`src/rtl/coin_ejector.sv`:
```
// coin_ejector: pays out quarters, then dimes, then nickels one coin at a time, confirming each drop on the chute sensor.
// Optional macro COIN_SUBSTITUTE_EN: break a coin owed from an empty hopper into smaller coins instead of faulting.
module coin_ejector #(
  parameter int CNT_W     = 9,
  parameter int PULSE_CYC = 4,
  parameter int GAP_CYC   = 2,
  parameter int SENSE_TO  = 16
) (
  input  logic             clk,
  input  logic             rst,
  input  logic             load,
  input  logic [CNT_W-1:0] quarter_i,
  input  logic [CNT_W-1:0] dime_i,
  input  logic [CNT_W-1:0] nickel_i,
  input  logic             coin_sense,
  input  logic             empty_q,
  input  logic             empty_d,
  input  logic             empty_n,
  output logic             sol_q,
  output logic             sol_d,
  output logic             sol_n,
  output logic             busy,
  output logic             done,
  output logic             fault,
  output logic [1:0]       fault_code,
  output logic [CNT_W-1:0] rem_q,
  output logic [CNT_W-1:0] rem_d,
  output logic [CNT_W-1:0] rem_n
);

  localparam int T_PG  = (PULSE_CYC > GAP_CYC) ? PULSE_CYC : GAP_CYC;
  localparam int T_MAX = (T_PG > SENSE_TO) ? T_PG : SENSE_TO;
  localparam int TW    = $clog2(T_MAX + 1);

  localparam logic [1:0] FC_EMPTY = 2'b01;
  localparam logic [1:0] FC_JAM   = 2'b10;

  typedef enum logic [2:0] {
    IDLE, SELECT, PULSE, WAIT_SENSE, GAP, DONE, FAULT
  } state_t;

  typedef enum logic [1:0] {SEL_Q, SEL_D, SEL_N} sel_t;

  state_t          state;
  sel_t            sel;
  logic [TW-1:0]   timer;
  logic            sense_prev;

`ifdef COIN_SUBSTITUTE_EN
  localparam logic [1:0] FC_OVF = 2'b11;

  // Widened sums; the carry bit flags a substitution that would overflow a count.
  logic [CNT_W:0] d_plus2;
  logic [CNT_W:0] n_plus1;
  logic [CNT_W:0] n_plus2;

  assign d_plus2 = {1'b0, rem_d} + (CNT_W+1)'(2);
  assign n_plus1 = {1'b0, rem_n} + (CNT_W+1)'(1);
  assign n_plus2 = {1'b0, rem_n} + (CNT_W+1)'(2);
`endif

  always_ff @(posedge clk or negedge rst) begin
    if (!rst) begin
      state      <= IDLE;
      sel        <= SEL_Q;
      timer      <= '0;
      sense_prev <= 1'b0;
      sol_q      <= 1'b0;
      sol_d      <= 1'b0;
      sol_n      <= 1'b0;
      busy       <= 1'b0;
      done       <= 1'b0;
      fault      <= 1'b0;
      fault_code <= 2'b00;
      rem_q      <= '0;
      rem_d      <= '0;
      rem_n      <= '0;
    end else begin
      sense_prev <= coin_sense;
      done       <= 1'b0;
      case (state)
        IDLE, FAULT: begin
          if (load) begin
            rem_q      <= quarter_i;
            rem_d      <= dime_i;
            rem_n      <= nickel_i;
            fault      <= 1'b0;
            fault_code <= 2'b00;
            busy       <= 1'b1;
            state      <= SELECT;
          end
        end

        SELECT: begin
          timer <= '0;
          if (rem_q != '0) begin
            sel <= SEL_Q;
            if (!empty_q) begin
              sol_q <= 1'b1;
              state <= PULSE;
            end
`ifdef COIN_SUBSTITUTE_EN
            else if (d_plus2[CNT_W] || n_plus1[CNT_W]) begin
              fault      <= 1'b1;
              fault_code <= FC_OVF;
              busy       <= 1'b0;
              state      <= FAULT;
            end else begin
              rem_q <= rem_q - CNT_W'(1);
              rem_d <= d_plus2[CNT_W-1:0];
              rem_n <= n_plus1[CNT_W-1:0];
            end
`else
            else begin
              fault      <= 1'b1;
              fault_code <= FC_EMPTY;
              busy       <= 1'b0;
              state      <= FAULT;
            end
`endif
          end else if (rem_d != '0) begin
            sel <= SEL_D;
            if (!empty_d) begin
              sol_d <= 1'b1;
              state <= PULSE;
            end
`ifdef COIN_SUBSTITUTE_EN
            else if (n_plus2[CNT_W]) begin
              fault      <= 1'b1;
              fault_code <= FC_OVF;
              busy       <= 1'b0;
              state      <= FAULT;
            end else begin
              rem_d <= rem_d - CNT_W'(1);
              rem_n <= n_plus2[CNT_W-1:0];
            end
`else
            else begin
              fault      <= 1'b1;
              fault_code <= FC_EMPTY;
              busy       <= 1'b0;
              state      <= FAULT;
            end
`endif
          end else if (rem_n != '0) begin
            sel <= SEL_N;
            if (!empty_n) begin
              sol_n <= 1'b1;
              state <= PULSE;
            end else begin
              fault      <= 1'b1;
              fault_code <= FC_EMPTY;
              busy       <= 1'b0;
              state      <= FAULT;
            end
          end else begin
            state <= DONE;
          end
        end

        PULSE: begin
          if (timer == TW'(PULSE_CYC - 1)) begin
            sol_q <= 1'b0;
            sol_d <= 1'b0;
            sol_n <= 1'b0;
            timer <= '0;
            state <= WAIT_SENSE;
          end else begin
            timer <= timer + TW'(1);
          end
        end

        // Only a fresh rising edge counts, so a sensor stuck high cannot confirm a drop.
        WAIT_SENSE: begin
          if (coin_sense && !sense_prev) begin
            case (sel)
              SEL_Q:   rem_q <= rem_q - CNT_W'(1);
              SEL_D:   rem_d <= rem_d - CNT_W'(1);
              default: rem_n <= rem_n - CNT_W'(1);
            endcase
            timer <= '0;
            state <= GAP;
          end else if (timer == TW'(SENSE_TO - 1)) begin
            fault      <= 1'b1;
            fault_code <= FC_JAM;
            busy       <= 1'b0;
            state      <= FAULT;
          end else begin
            timer <= timer + TW'(1);
          end
        end

        GAP: begin
          if (timer == TW'(GAP_CYC - 1)) begin
            timer <= '0;
            state <= SELECT;
          end else begin
            timer <= timer + TW'(1);
          end
        end

        DONE: begin
          done  <= 1'b1;
          busy  <= 1'b0;
          state <= IDLE;
        end

        default: state <= IDLE;
      endcase
    end
  end

endmodule
```
`config.mk`:
```
export PLATFORM = sky130hd
export DESIGN_NAME = coin_ejector
export DESIGN_NICKNAME = d
export VERILOG_FILES = /design/src/rtl/coin_ejector.sv
export SDC_FILE = /design/constraint.sdc
export NUM_CORES = 1
export LEC_CHECK = 0
export ABC_AREA = 1
export BUFFER_PORTS_ARGS = -buffer_cell sky130_fd_sc_hd__buf_2
export CORE_MARGIN = 2
export CORE_UTILIZATION = 49
export DETAILED_ROUTE_END_ITERATION = 7
export GPL_TIMING_DRIVEN = 0
export HOLD_SLACK_MARGIN = 0.08
export PLACE_DENSITY = 0.75
export SLEW_MARGIN = 20
export SYNTH_ARGS = -nofsm -noshare
export SYNTH_HDL_FRONTEND = slang
export SYNTH_SLANG_ARGS = --single-unit
```
`constraint.sdc`:
```
create_clock -name clk -period 1.7 [get_ports clk]
set_clock_uncertainty 0.05 [all_clocks]
set_input_delay 0.085 -clock clk [delete_from_list [all_inputs] [get_ports clk]]
set_output_delay 0.085 -clock clk [all_outputs]
set_load 0.01 [all_outputs]
```
# Yosys cells after proc, flatten, opt, wreduce, memory -nomap -nowiden
# Cells that the tools add are included.
# classes
reduce_logical	26
n_eq_ne	33
mux	76
addsub	4
# ops
op	count
2-to-1 mux 9 bit	9
case mux 9 bit (2 select lines)	3
2-to-1 mux 3 bit	11
!= test 2 bit (second input constant)	15
2-to-1 mux 1 bit	29
nonzero test 9 bit	3
subtractor 9 x 1 -> 9 bit (second input constant)	3
2-to-1 mux 2 bit	12
2-to-1 mux 5 bit	4
case mux 5 bit (4 select lines)	1
AND reduction 4 bit	5
AND reduction 8 bit	2
case mux 3 bit (5 select lines)	1
!= test 4 bit (second input constant)	3
equality test 3 bit (second input constant)	3
!= test 3 bit (second input constant)	3
nonzero test 4 bit	2
equality test 3 x 2 -> 1 bit (second input constant)	2
case mux 1 bit (2 select lines)	3
case mux 2 bit (3 select lines)	1
AND reduction 6 bit	1
nonzero test 3 bit	2
adder 5 x 1 -> 5 bit (second input constant)	1
equality test 5 x 1 -> 1 bit (second input constant)	1
15 further kinds	19
# word_totals
reg_bits	46
input_bits	34
word_cells	153

# Depth between registers and ports, before layout
# depth
word_depth	5
depth_mapped	12

# Worst setup path after synthesis
# Ideal clock, no wire load.
# synth_path
path_type	register -> register
start	reg rem_q[0]
end	reg fault
path_stages_with_launch	12
path_buffers	0
path_slack_ns	-0.115
t_arrival_ns	1.648
setup_ns	0.117
cell_sequence	dfrtp_1 inv_1 ha_1 nand2_1 nor2_1 nand3_2 nand3b_1 nand2_1 nor2_2 nand2_1 nand2_1 nand2_1
# synth_between
elab_chain_len	3
elab_cells_between_ends	8
cone_classes	eq/ne (4); mux (2); reduce/logical (2)
# synth_rtl
element	line_no	source
start: declaration	26	output logic [CNT_W-1:0] rem_q,
start signal: assignment	84	rem_q <= quarter_i;
start signal: assignment	177	SEL_Q: rem_q <= rem_q - CNT_W'(1);
nonzero test 9 bit *	96	if (rem_q != '0) begin
!= test 4 bit (no line), or another cell as far along	--	
AND reduction 8 bit (no line) / case mux 1 bit (3 select lines) (equally long branches)	--	
end signal: assignment	87	fault <= 1'b0;
end signal: assignment	115	fault <= 1'b1;
end signal: assignment	139	fault <= 1'b1;
end: declaration	24	output logic fault,
# Every way passes the cells marked *; elsewhere a longest branch is shown, timed or not.
# A chain may end at the register's enable or synchronous reset.

# Final worst setup path
# layout_path
start	reg timer[1]
end	reg state[0]
# layout_between
elab_chain_len	3
elab_cells_between_ends	7
cone_classes	eq/ne (6); reduce/logical (1)
# layout_rtl
element	line_no	source
start: declaration	46	logic [TW-1:0] timer;
start signal: assignment	169	timer <= timer + TW'(1);
start signal: assignment	189	timer <= timer + TW'(1);
start signal: assignment	198	timer <= timer + TW'(1);
equality test 5 x 4 -> 1 bit, or another cell as far along	183	end else if (timer == TW'(SENSE_TO - 1)) begin
!= test 3 bit (no line) / != test 2 bit (equally long branches)	--	
AND reduction 4 bit (no line) *	--	
end signal: assignment	182	state <= GAP;
end signal: assignment	187	state <= FAULT;
end signal: assignment	196	state <= SELECT;
end: declaration	44	state_t state;
# Marks and branches as above.

==> results.cfg <==
[synthesis]
yosys.area_share.xor_xnor_pct = 2.75
synth_top_family_by_area = simple AND/OR/NAND/NOR gates
ys_seq_area_share_pct = 40.2
synthMuxAreaShare_pct = 0
syn_inst = 395
synth_cell_types = 36
synth-seq-cells = 46
synth-async-reset-ratio_pct = 100
synth_compound_area_share_pct = 15.9
synthFlopType = dfrtp_1
yosys.area_share.adder_pct = 2.62
yosysTopAreaCell = dfrtp_1
synth.area.top_cells = dfrtp_1 40%, nand2_1 12%, nor2_1 7.3%
synth_top_area_share_pct = 40.2
syn_nets = 435
ys_warn_count = 0
syn_avg_cell_area_um2 = 7.25
synth_edf_count = 0
synth_simple_gate_area_share_pct = 29.3
synth.cell_area_mm2 = 0.00286

[global_route]
grt_pass1_vias = 2879
grt.total_usage_pct = 25.9
grt_start_max_net_pins = 47
grt_overflow = 0
grt_antenna_before_repair = 0
grt_pass1_wl_um = 13000

[floorplanning]
die_x_um = 80.5
die_h_um = 80.5
initial_utilization_pct = 51.4
rows = 27
io-pin-count = 69
die-area_mm2 = 0.00647
coreArea_mm2 = 0.00557

[detailed_routing]
highest-signal-layer = met4
dr.pass1.iters = 5
drcViolationCount = 0
vias = 3230
route.met2.wl_um = 4450
wirelength_um = 8980
drt-vias-per-instance = 5.40
met3_length_um = 555
drt-met1-wl_um = 3710
ant_nets = 0
wl_per_cell_um = 15.0
dr.first_iter.drc_count = 274

[clock_tree]
cts-root-buf = clkbuf_8
worst_setup_hold_path_clk_slew_ps = 80
cts.sinks = 46
cts_buffers = 5
tritoncts = yes
cts_max_level = 2
clock_path_buffers = 2
clock_latency_ps = 300

[pwr]
comb_power_share_pct = 67.0
p_sw_share_pct = 49.9
power.share.clock_pct = 9.1
p_int_uw = 4290
power_uw = 8550
seqPwrFrac_pct = 24.0
p_per_area_mw_per_mm2 = 2010
ir_drop_uv = 1110
p_leak_uw = 0.00209
p_switching_uw = 4270

[finish]
diodes = 0
final_layout_size_suffix_gt1_share_pct = 37.6
fillerInstances = 383
fin_util_pct = 76.5
nNetsFinal = 565
area_growth_pct = 48.8
stdcell_count = 598

[sta]
setup_slack_ps = -68.0
worst_pin_slew_ps = 596
final_hold_viol_count = 0
min_period_ps = 1770
setup_viol = 16
whs_ps = 85.6
slew-limit-headroom_pct = 60.2
fin_crit_sh_pct = 104
rsz0062_at_grt = yes
slew_violations = 0
max_freq_ghz = 0.566

[worst_setup_path]
worstPathMaxFanout = 3
cp-end-kind = flip-flop
critPathLaunchType = flip-flop
cp_data_required_time_ps = 1830
cp.arrival_ps = 1900
path_class = flip-flop to flip-flop

[placement]
dp_cells = 535
detailedPlace.worstSlack_ps = -252
dp_hpwl_um = 5170
gp_congestion = 0.915
io_buffer_count = 68

[run_status]
violations = setup timing
status = finished with violations

[flow_run]
cap_violations = 0

[worst_hold_path]
hp-class = input port to flip-flop
stage by stage:
step / TNS (ps) / instance area (um2)
4_1_cts: -62.9 / 3910
3_5_place_dp: -3470 / 3330
3_3_place_gp: -2190 / 3330
5_1_grt: -2380 / 4260
6_report: -466 / 4260
2_1_floorplan: 0 / 2900
final timing paths:
path,startpoint,end,slack [ps],cells after the start
worst max-delay path,timer[1],state[0],-70,8
worst max register to register,timer[1],state[0],-70,8
max in group asynchronous,rst,state[0],880,2
worst min-delay path,empty_q,state[2],90,5
worst min register to register,fault_code[1],fault_code[1],420,2
min in group asynchronous,rst,fault_code[1],270,2
cell families (layout without fill, tap and decap cells):
logic type | count (synthesis) | after routing
compound gates | 79 | 79
xor+xnor | 9 | 9
fa+ha+maj | 6 | 6
buf+inv | 65 | 196
flops | 46 | 46
simple gates | 190 | 190
routing by layer:
| layer | vias to the layer above | GRT usage [%] |
|---|---|---|
| met4 | 0 | 9.15 |
| met5 | - | 0 |
| met1 | 1510 | 34.3 |
| met2 | 149 | 42.4 |
| li1 | 1540 | - |
| met3 | 31 | 4.72 |
timing repair:
item                                    4_1_cts  5_1_grt
resized for setup                            26       75
pin swaps                                    11       29
hold buffers                                 29        0
cloned                                        0        0
setup buffers                                11       17
endpoints found under the setup margin       33       43
endpoints found under the hold margin        74        0
worst max-delay path, cell delays in order (launching register included):
cell and delay (ps):
dfrtp_1 420, ha_4 180, inv_4 40, nor3_4 110, ha_2 230, nor2_1 70
nor3_2 210, nand2_1 140, o21a_1 200
power groups by stage:
stage	Sequential (uW)	Combinational, uW	Clock [uW]
6_report	2050	5730	777
5_1_grt	2100	6270	848
4_1_cts	2000	4780	792
3_5_place_dp	1990	4340	0
3_3_place_gp	1980	4230	0
2_1_floorplan	2120	3010	0
state kept, by name (all words and copies together), names as in the netlist, 2 cells and up:
| signal | cells |
|---|---|
| sel | 2 |
| fault_code | 2 |
| rem_d | 9 |
| rem_q | 9 |
| state | 3 |
| timer | 5 |
| rem_n | 9 |
layout by cell type (no fill, tap or decap), types with 4 or more instances in the layout:
cell type / n
nand2_1: 71
buf_2: 69
dfrtp_1: 44
nor2_1: 39
inv_1: 36
dlygate4sd3_1: 29
buf_4: 24
o21ai_0: 18
a21oi_1: 16
o21ai_1: 15
inv_2: 14
nand2_2: 14
nand3_1: 13
nor2_2: 12
o22ai_1: 12
nand2_4: 11
nor3_1: 9
xor2_1: 9
nor2_4: 8
clkbuf_8: 8
o211ai_1: 7
inv_4: 6
ha_4: 5
buf_6: 4
Yosys cell counts, drive strengths merged, types with 4 or more instances:
master   n
inv     56
dfrtp   46
nand3   17
o21ai   36
a21oi   17
ha       6
nor3    11
nand2   96
xor2     9
nor2    60
o211ai   7
clkbuf   4
buf      5
o22ai   14
cell type report:
cell class              count  area [um2]  share of cell area (%)
well taps                  72        90.1                    2.11
multi-input cells         284        1770                    41.5
plain buffers               9        62.6                    1.47
flip-flops and latches     46        1150                    27.1
repair buffers            123         852                    20.0
clock buffers               8         110                    2.58
inverters                  56         225                    5.28
Note: power is estimated with default switching activity, not from simulation.
